--- config.mk ---
export PLATFORM = sky130hd
export DESIGN_NAME = expr_stream_tx_flat
export DESIGN_NICKNAME = d
export VERILOG_FILES = /design/src/rtl/expr_pkg.sv /design/src/rtl/expr_stream_tx_if.sv /design/src/rtl/expr_char_enc.sv /design/src/rtl/expr_stream_tx.sv /design/src/flat_wrapper.sv
export SDC_FILE = /design/constraint.sdc
export NUM_CORES = 1
export LEC_CHECK = 0
export CORE_UTILIZATION = 50
export CTS_CLUSTER_SIZE = 40
export DETAILED_ROUTE_END_ITERATION = 7
export DONT_BUFFER_PORTS = 1
export MAX_ROUTING_LAYER = met4
export PLACE_DENSITY = 0.71
export SLEW_MARGIN = 10
export SYNTH_ARGS = -nofsm -noshare
export SYNTH_HDL_FRONTEND = slang
export SYNTH_SLANG_ARGS = --single-unit
--- constraint.sdc ---
create_clock -name clk -period 1.97 [get_ports clk]
set_input_delay 0.2955 -clock clk [delete_from_list [all_inputs] [get_ports clk]]
set_output_delay 0.2955 -clock clk [all_outputs]
set_load 0.05 [all_outputs]
--- src/rtl/expr_pkg.sv ---
// Shared constants and state encoding for the expression character stream blocks.
// Imported by the encoder, the transmitter top and anything consuming its characters.
package expr_pkg;

    localparam logic [7:0] CH_ZERO = 8'h30;
    localparam logic [7:0] CH_PLUS = 8'h2B;
    localparam logic [7:0] CH_MUL  = 8'h2A;

    localparam logic OP_ADD = 1'b0;
    localparam logic OP_MUL = 1'b1;

    typedef enum logic [2:0] {
        IDLE,
        SCLR,
        DIGIT,
        OP,
        DONE
    } state_t;

endpackage

--- src/rtl/expr_stream_tx_if.sv ---
// Job request plus 8-bit character handshake between expr_stream_tx (master) and its user (slave).
// EXPR_TX_SINK_CLR_EN adds the sink_clr strobe used to reset the downstream recogniser.
interface expr_stream_tx_if #(
    parameter int MAX_TERMS = 8,
    parameter int CNT_W     = 4
);

    logic                   start;
    logic [CNT_W-1:0]       num_terms;
    logic [4*MAX_TERMS-1:0] digits;
    logic [MAX_TERMS-2:0]   ops;
    logic                   out_ready;
    logic [7:0]             out_char;
    logic                   out_valid;
    logic                   busy;
    logic                   done;
    logic                   err;
`ifdef EXPR_TX_SINK_CLR_EN
    logic                   sink_clr;
`endif

    modport master (
        input  start, num_terms, digits, ops, out_ready,
        output out_char, out_valid, busy, done, err
`ifdef EXPR_TX_SINK_CLR_EN
        , output sink_clr
`endif
    );

    modport slave (
        output start, num_terms, digits, ops, out_ready,
        input  out_char, out_valid, busy, done, err
`ifdef EXPR_TX_SINK_CLR_EN
        , input sink_clr
`endif
    );

endinterface

--- src/rtl/expr_char_enc.sv ---
// Combinational mapping of one expression token (digit or operator) onto its ASCII byte.
module expr_char_enc
    import expr_pkg::*;
(
    input  logic       is_op,
    input  logic       op,
    input  logic [3:0] digit,
    output logic [7:0] ascii
);

    always_comb begin
        ascii = CH_ZERO + {4'h0, digit};
        if (is_op) begin
            ascii = (op == OP_MUL) ? CH_MUL : CH_PLUS;
        end
    end

endmodule

--- src/rtl/expr_stream_tx.sv ---
// Serialises a latched digit/operator job into ASCII characters, one per accepted handshake.
// Defining EXPR_TX_SINK_CLR_EN inserts a one-cycle sink_clr state before the first digit.
module expr_stream_tx
    import expr_pkg::*;
#(
    parameter int MAX_TERMS = 8,
    parameter int CNT_W     = 4
) (
    input  logic              clk,
    input  logic              clr_n,
    expr_stream_tx_if.master  bus
);

    state_t                 state;
    state_t                 state_nxt;
    logic [CNT_W-1:0]       idx;
    logic [CNT_W-1:0]       idx_nxt;
    logic [CNT_W-1:0]       num_lat;
    logic [4*MAX_TERMS-1:0] digits_lat;
    logic [MAX_TERMS-2:0]   ops_lat;
    logic                   job_ok;
    logic                   latch_job;
    logic                   err_nxt;
    logic [3:0]             cur_digit;
    logic                   cur_op;
    logic                   is_last;
    logic                   valid_int;
    logic                   xfer;
    logic [7:0]             enc_char;
    logic                   busy_q;
    logic                   done_q;
    logic                   err_q;
`ifdef EXPR_TX_SINK_CLR_EN
    logic                   sink_clr_q;
`endif

    // Only digits below num_terms matter; the unused upper slots may hold anything.
    always_comb begin
        job_ok = (bus.num_terms != '0) && (bus.num_terms <= CNT_W'(MAX_TERMS));
        for (int i = 0; i < MAX_TERMS; i++) begin
            if ((CNT_W'(i) < bus.num_terms) && (bus.digits[4*i +: 4] > 4'd9)) begin
                job_ok = 1'b0;
            end
        end
    end

    always_comb begin
        cur_digit = '0;
        for (int i = 0; i < MAX_TERMS; i++) begin
            if (idx == CNT_W'(i)) begin
                cur_digit = digits_lat[4*i +: 4];
            end
        end
        cur_op = OP_ADD;
        for (int i = 0; i < MAX_TERMS - 1; i++) begin
            if (idx == CNT_W'(i)) begin
                cur_op = ops_lat[i];
            end
        end
    end

    expr_char_enc u_enc (
        .is_op (state == OP),
        .op    (cur_op),
        .digit (cur_digit),
        .ascii (enc_char)
    );

    assign valid_int = (state == DIGIT) || (state == OP);
    assign xfer      = valid_int && bus.out_ready;
    assign is_last   = (idx == (num_lat - CNT_W'(1)));

    always_comb begin
        state_nxt = state;
        idx_nxt   = idx;
        latch_job = 1'b0;
        err_nxt   = 1'b0;
        case (state)
            IDLE: begin
                if (bus.start) begin
                    if (job_ok) begin
                        latch_job = 1'b1;
                        idx_nxt   = '0;
`ifdef EXPR_TX_SINK_CLR_EN
                        state_nxt = SCLR;
`else
                        state_nxt = DIGIT;
`endif
                    end else begin
                        err_nxt = 1'b1;
                    end
                end
            end
            SCLR: begin
                state_nxt = DIGIT;
            end
            DIGIT: begin
                if (xfer) begin
                    state_nxt = is_last ? DONE : OP;
                end
            end
            OP: begin
                if (xfer) begin
                    idx_nxt   = idx + CNT_W'(1);
                    state_nxt = DIGIT;
                end
            end
            DONE: begin
                state_nxt = IDLE;
            end
            default: begin
                state_nxt = IDLE;
            end
        endcase
    end

    // Status outputs are registered from the next-state value so they line up with the state they describe.
    always_ff @(posedge clk or negedge clr_n) begin
        if (!clr_n) begin
            state      <= IDLE;
            idx        <= '0;
            num_lat    <= '0;
            digits_lat <= '0;
            ops_lat    <= '0;
            busy_q     <= 1'b0;
            done_q     <= 1'b0;
            err_q      <= 1'b0;
`ifdef EXPR_TX_SINK_CLR_EN
            sink_clr_q <= 1'b0;
`endif
        end else begin
            state  <= state_nxt;
            idx    <= idx_nxt;
            busy_q <= (state_nxt != IDLE);
            done_q <= (state_nxt == DONE);
            err_q  <= err_nxt;
`ifdef EXPR_TX_SINK_CLR_EN
            sink_clr_q <= (state_nxt == SCLR);
`endif
            if (latch_job) begin
                num_lat    <= bus.num_terms;
                digits_lat <= bus.digits;
                ops_lat    <= bus.ops;
            end
        end
    end

    assign bus.out_valid = valid_int;
    assign bus.out_char  = valid_int ? enc_char : 8'h00;
    assign bus.busy      = busy_q;
    assign bus.done      = done_q;
    assign bus.err       = err_q;
`ifdef EXPR_TX_SINK_CLR_EN
    assign bus.sink_clr  = sink_clr_q;
`endif

endmodule
--- src/flat_wrapper.sv ---
// flat-port wrapper written by rule: the top's interface ports become plain ports
module expr_stream_tx_flat import expr_pkg::*;
#(
    parameter int MAX_TERMS = 8,
    parameter int CNT_W     = 4
)
  (clk, clr_n, bus_start, bus_num_terms, bus_digits, bus_ops, bus_out_ready, bus_out_char, bus_out_valid, bus_busy, bus_done, bus_err);
  expr_stream_tx_if #(.MAX_TERMS(MAX_TERMS), .CNT_W(CNT_W)) bus_i ();
  input  logic clk;
  input  logic clr_n;
  input wire logic [$bits(bus_i.start)-1:0] bus_start;
  input wire logic [$bits(bus_i.num_terms)-1:0] bus_num_terms;
  input wire logic [$bits(bus_i.digits)-1:0] bus_digits;
  input wire logic [$bits(bus_i.ops)-1:0] bus_ops;
  input wire logic [$bits(bus_i.out_ready)-1:0] bus_out_ready;
  output wire logic [$bits(bus_i.out_char)-1:0] bus_out_char;
  output wire logic [$bits(bus_i.out_valid)-1:0] bus_out_valid;
  output wire logic [$bits(bus_i.busy)-1:0] bus_busy;
  output wire logic [$bits(bus_i.done)-1:0] bus_done;
  output wire logic [$bits(bus_i.err)-1:0] bus_err;
  assign bus_i.start = bus_start;
  assign bus_i.num_terms = bus_num_terms;
  assign bus_i.digits = bus_digits;
  assign bus_i.ops = bus_ops;
  assign bus_i.out_ready = bus_out_ready;
  assign bus_out_char = bus_i.out_char;
  assign bus_out_valid = bus_i.out_valid;
  assign bus_busy = bus_i.busy;
  assign bus_done = bus_i.done;
  assign bus_err = bus_i.err;
  expr_stream_tx #(.MAX_TERMS(MAX_TERMS), .CNT_W(CNT_W)) u_core (.clk(clk), .clr_n(clr_n), .bus(bus_i));
endmodule
## After elaboration in Yosys (flattened, before gate mapping)

Cells that the tools add are included.

- Flip-flop bits (word level): 53
- Bits of input ports: 47
- Output and inout bits: 12
- Word-level logic and storage cells: 102

- $add $sub $neg: 3
- Magnitude comparators: 17
- Equality and inequality tests: 15
- Muxes and demuxes: 42
- Reductions and logical operators: 17

Operators with widths:

| cell | count |
|---|---|
| $mux W4 | 11 |
| $gt A4 B4 Y1 const B | 8 |
| $mux W1 | 22 |
| $eq A4 B3 Y1 const B | 4 |
| $lt A3 B4 Y1 const A | 4 |
| $mux W8 | 2 |
| $mux W3 | 5 |
| $pmux W3 S4 | 1 |
| $logic_and A1 B1 Y1 | 10 |
| $eq A4 B2 Y1 const B | 2 |
| $lt A1 B4 Y1 const A | 2 |
| $lt A2 B4 Y1 const A | 2 |
| $pmux W4 S2 | 1 |
| $add A6 B4 Y7 const A | 1 |
| $eq A3 B2 Y1 const B | 2 |
| $add A4 B1 Y4 const B | 1 |
| $eq A4 B1 Y1 const B | 1 |
| $eq A4 B4 Y1 | 1 |
| $le A4 B4 Y1 const B | 1 |
| $logic_not A4 Y1 | 1 |
| $ne A2 B1 Y1 const B | 2 |
| $reduce_and A4 Y1 | 1 |
| $reduce_bool A4 Y1 | 1 |
| $sub A4 B1 Y4 const B | 1 |
| 7 further kinds | 7 |

## Longest topological paths before layout

- Depth after elaboration: 14
- Depth in mapped cells: 8
- Depth with buffers taken out: 7

## Modules after synthesis

A second synthesis with hierarchy kept.

- Cells, all modules: 249
- Area total of the unflattened synthesis: 2,921.6 um^2

Modules (own cells, without submodules):

| module | times used | cells each | area each (um^2) | sequential area each (um^2) |
|---|---|---|---|---|
| expr_stream_tx | 1 | 238 | 2,854.0 | 1,326.3 |
| expr_char_enc | 1 | 11 | 67.6 | 0.0 |

## Worst setup path after synthesis

No wires, ideal clock.

- Path type: register to output
- Start: register u_core.idx[0]
- End: output bus_out_char[2]
- Arrival: 2.518 ns
- Data required time: 1.674 ns
- Path slack: -0.844 ns
- Stages on the path, launching flop included: 9
- Path buffers: 1
- Cells stage by stage: dfrtp_1 inv_1 ha_1 nor2b_1 clkbuf_1 a221oi_1 o31ai_1 a21oi_1 nor3_1

- Longest elaborated chain between the ends: 12
- Elaborated cells on any way between the ends: 19
- Classes of those cells: add/sub (1); eq/ne (7); mux (10); reduce/logical (1)

RTL lines:

| what | RTL line | source |
|---|---|---|
| start, declared | expr_stream_tx.sv:16 | `logic [CNT_W-1:0] idx;` |
| start signal, assigned | expr_stream_tx.sv:133 | `idx <= idx_nxt;` |
| $logic_not A4 Y1 | expr_stream_tx.sv:50 | `if (idx == CNT_W'(i)) begin` |
| $mux W4 (7 in series) | expr_stream_tx.sv:50 |  |
| $mux W4 * | expr_stream_tx.sv:50 |  |
| $add A6 B4 Y7 * | expr_char_enc.sv:12 | `ascii = CH_ZERO + {4'h0, digit};` |
| $mux W8 * | expr_char_enc.sv:13 | `if (is_op) begin` |
| $mux W8 * | expr_stream_tx.sv:149 | `assign bus.out_char = valid_int ? enc_char : 8'h00;` |
| end, declared | flat_wrapper.sv:16 | `output wire logic [$bits(bus_i.out_char)-1:0] bus_out_char;` |

Every way passes the cells marked *; elsewhere a longest branch is shown, timed or not.

## Worst setup path in the final report

- Start: register u_core.idx[0]
- End: output bus_out_char[0]

- Longest elaborated chain between the ends: 12
- Elaborated cells on any way between the ends: 27
- Classes of those cells: add/sub (1); eq/ne (7); mux (18); reduce/logical (1)

RTL lines:

| what | RTL line |
|---|---|
| $logic_not A4 Y1 | expr_stream_tx.sv:50, expr_stream_tx.sv:56 |
| $mux W4 (8 in series) | expr_stream_tx.sv:50 |
| $add A6 B4 Y7 | expr_char_enc.sv:12 |
| $mux W8 * | expr_char_enc.sv:13 |
| $mux W8 * | expr_stream_tx.sv:149 |

Marked as above.

==> out/results.md <==
Outcome
- outcome: finished, violations left
- violated checks: setup timing

Final layout
- net count reported at finish: 329
- final cell count without fillers: 347
- Area Overhead vs Synth: 24.8%
- share of layout cells above drive strength 1: 45.1%
- number of antenna repair diodes: 0

Clock network
- Clock Root Buffer: sky130_fd_sc_hd__clkbuf_8
- CTS H-Tree Depth: 2
- Clock Sinks: 53
- Reg clk slew, reported paths: 0.10 ns
- number of clock buffers inserted by TritonCTS: 5
- number of buffers between clock root and the deepest sink: 2
- CTS tree: yes
- source-to-sink clock delay at the later pin of the worst-skew pair: 0.31 ns

Routing
- overall routed net length: 6.69 mm
- number of detailed-routing iterations run before antenna repair: 4
- number of routed nets with antenna violations: 0
- detailed-route via count: 2,059
- count of routing violations after the opening detailed-route iteration: 115
- wire per inst: 19.3 µm
- Via density: 5.93
- number of design rule violations left after detail routing: 0

Timing
- number of hold violations in the final report: 0
- Setup Total Neg Slack: -1.71 ns
- Post-Route Hold Slack: 0.125 ns
- setup repair after global routing missed its margin: true
- Layout Skew: 0.0143 ns
- Finish-stage setup viols: 4
- Final Worst Setup Slack: -0.442 ns
- post-route fraction of the period consumed by the critical path: 122%
- achievable frequency: 0.415 GHz
- min Tclk post-route: 2.41 ns
- max-slew violations: 0

Pwr
- worst vdd rail ir drop: 1340 µV
- portion of total power attributed to the clock network: 13.2%
- share of total power in sequential cells: 27.8%
- switching power of the nets: 1.92 mW
- Pwr Density: 1350 nW/µm²
- cell internal power dissipation: 2.79 mW
- net switching fraction of the power: 40.7%
- Static Leak: 1.60 nW
- share of power burned in combinational logic: 59.1%

Setup path
- crit end category: output port
- Required @ worst endpoint: 1.67 ns
- crit path launch type: flop
- maximum fanout along the worst path: 7
- Data arrival, critical path: 2.12 ns
- Worst Path Class, Setup: flop to output port

Logic synthesis
- cell area after synthesis: 2790 µm²
- simple-gate share of the synthesized area: 9.73%
- fraction of the mapped netlist area in compound gates: 15.1%
- Post-Synthesis Cells: 250
- dominant combinational cell family by area after synthesis: multiplexers
- xor/xnor share of the synthesized area: 2.20%
- prevailing post-synth register cell: sky130_fd_sc_hd__dfrtp_1
- Synth Area in Adders: 2.24%
- number of enable flip-flop cells after synthesis: 0
- yosys warns: 0
- Async SR Flop Fraction: 100%
- number of unique standard cell types used by synthesis: 43
- share of cell area taken by muxes after synthesis: 17.9%
- synthesized flop and latch total: 53
- mean post-synth cell area: 11.2 µm²
- proportion of synthesized chip area in sequential cells: 47.5%

Placement
- Final Wtd Congestion: 0.957
- number of buffers added on ports: 0
- HPWL Detailed: 4.86 mm
- Post-Place Cells: 335
- worst setup slack before clock tree synthesis: -0.170 ns

Floorplanning
- top-level I/O count: 59
- Std-Cell Core Area: 5240 µm²
- Row Count: 26
- width of the die: 76.7 µm
- initial cell density of the core: 53.3%
- Die ar.: 5890 µm²
- die extent in y: 76.7 µm

Worst hold path
- classification of the worst-slack hold path: input pin to flop

Global route
- number of global-route vias before repair: 2,146
- GRT Total Usage: 25.0%
- wire length of the first global-routing pass: 11.0 mm
- antenna violations before repair: 0
- maximum number of pins on one net before global-route repair: 54
- global route overflow: 0

Job
- Max Cap Violations: 0

-- flip-flops by register name, indices dropped and copies added (netlist names) --
signal,count
u_core.state,3
u_core.bus.err,1
u_core.bus.busy,1
u_core.num_lat,4
u_core.bus.done,1
u_core.idx,4
u_core.digits_lat,32
u_core.ops_lat,7
-- per-stage QoR --
| step | power, mW | util [%] | area [µm²] |
|---|---|---|---|
| floorplan | 2.77 | - | 2900 |
| global placement | 3.64 | 60.7 | 3180 |
| detailed placement | 3.66 | 60.7 | 3180 |
| CTS | 4.62 | 66.0 | 3460 |
| global route | 4.93 | 66.5 | 3480 |
| finish | 4.71 | 66.5 | 3480 |
-- logic make-up (layout without fill, tap and decap cells) --
| kind of cell | after synthesis | in the layout |
|---|---|---|
| AO/OA/AOI/OAI | 63 | 63 |
| flip-flops | 53 | 53 |
| AND/OR/NAND/NOR | 50 | 50 |
| multiplexers | 43 | 43 |
| buffers and inverters | 28 | 54 |
| XOR/XNOR | 7 | 7 |
| adder cells (fa/ha/maj) | 5 | 5 |
| other | 1 | 2 |
-- final cells by class --
cell class                 instances  area, µm²
fill                             404       1750
multi-input combinational        170       1560
sequential                        53       1330
timing repair buffer              38        385
tap                               70       87.6
clock buffer                       7       86.3
inverter                           9       38.8
-- timing repair --
action                                 CTS  global route
hold buffers                             2             0
setup buffers                            4             0
resized for setup                       28             6
setup endpoints to repair                4             6
pin swaps                               15             4
endpoints found under the hold margin   53             0
-- metal layers --
| layer | GRT usage [%] | vias up | wire length (µm) |
|---|---|---|---|
| li1 | - | 960 | - |
| met1 | 32.1 | 1010 | 2870 |
| met2 | 38.3 | 73 | 3230 |
| met3 | 6.55 | 16 | 433 |
| met4 | 8.65 | 0 | 163 |
| met5 | - | - | 0 |
-- cells in the final DEF (no fill, tap or decap), drive strengths merged, types with 5 or more instances in the layout --
master	count
dfrtp	53
mux2	43
buf	37
nor2	15
o21ai	13
a21oi	11
inv	9
nand2	8
clkbuf	7
xnor2	6
nor3	6
a31oi	6
o22ai	5
ha	5
a221oi	5
-- synthesized netlist by cell type, drive strengths merged, types with 2 or more instances --
cell type   n  area (µm²)
a211o       2        17.5
a21oi      11        55.1
a221oi      5        43.8
a22oi       4        30.0
a31o        2        17.5
a31oi       6        37.5
and2        3        18.8
buf        11        81.3
clkbuf      8        30.0
dfrtp      53        1330
ha          5        62.6
inv         9        33.8
mux2       43         499
nand2       8        30.0
nand2b      4        25.0
nand3       3        15.0
nand3b      2        15.0
nor2       15        56.3
nor2b       4        25.0
nor3        6        30.0
nor4        2        33.8
o211ai      2        15.0
o21ai      13        65.1
o221ai      3        26.3
o22ai       5        31.3
o31ai       4        30.0
xnor2       6        52.6
-- path summary, 6_finish.rpt --
check,cells after the start,slack (ns),endpoint,from
max,9,-0.44,bus_out_char[0],u_core.idx[0]$_DFFE_PN0P_
min,1,0.13,u_core.digits_lat[29]$_DFFE_PN0P_,bus_digits[29]
max reg2reg,6,0.21,u_core.digits_lat[27]$_DFFE_PN0P_,u_core.state[1]$_DFF_PN0_
min reg2reg,1,0.49,u_core.state[1]$_DFF_PN0_,u_core.state[2]$_DFF_PN0_
max in group asynchronous,2,1.24,u_core.idx[1]$_DFFE_PN0P_,clr_n
min in group asynchronous,2,0.50,u_core.state[1]$_DFF_PN0_,clr_n
-- worst max-delay path, stage by stage (launching register included) --
cell	delay, ns
sky130_fd_sc_hd__dfrtp_2	0.48
sky130_fd_sc_hd__inv_2	0.10
sky130_fd_sc_hd__buf_6	0.10
sky130_fd_sc_hd__ha_4	0.22
sky130_fd_sc_hd__buf_6	0.13
sky130_fd_sc_hd__a221oi_2	0.03
sky130_fd_sc_hd__o31ai_1	0.24
sky130_fd_sc_hd__o31ai_1	0.10
sky130_fd_sc_hd__a41oi_2	0.23
sky130_fd_sc_hd__buf_12	0.17
-- power by group through the flow --
stage / Sequential, mW / Combinational, mW / Clock, mW
after detailed placement: 1.30 / 2.36 / 0
after global routing: 1.32 / 2.94 / 0.674
after CTS: 1.30 / 2.68 / 0.634
after floorplan: 1.29 / 1.48 / 0
final: 1.31 / 2.78 / 0.621
after global placement: 1.30 / 2.34 / 0
Note: power is estimated with default switching activity, not from simulation.
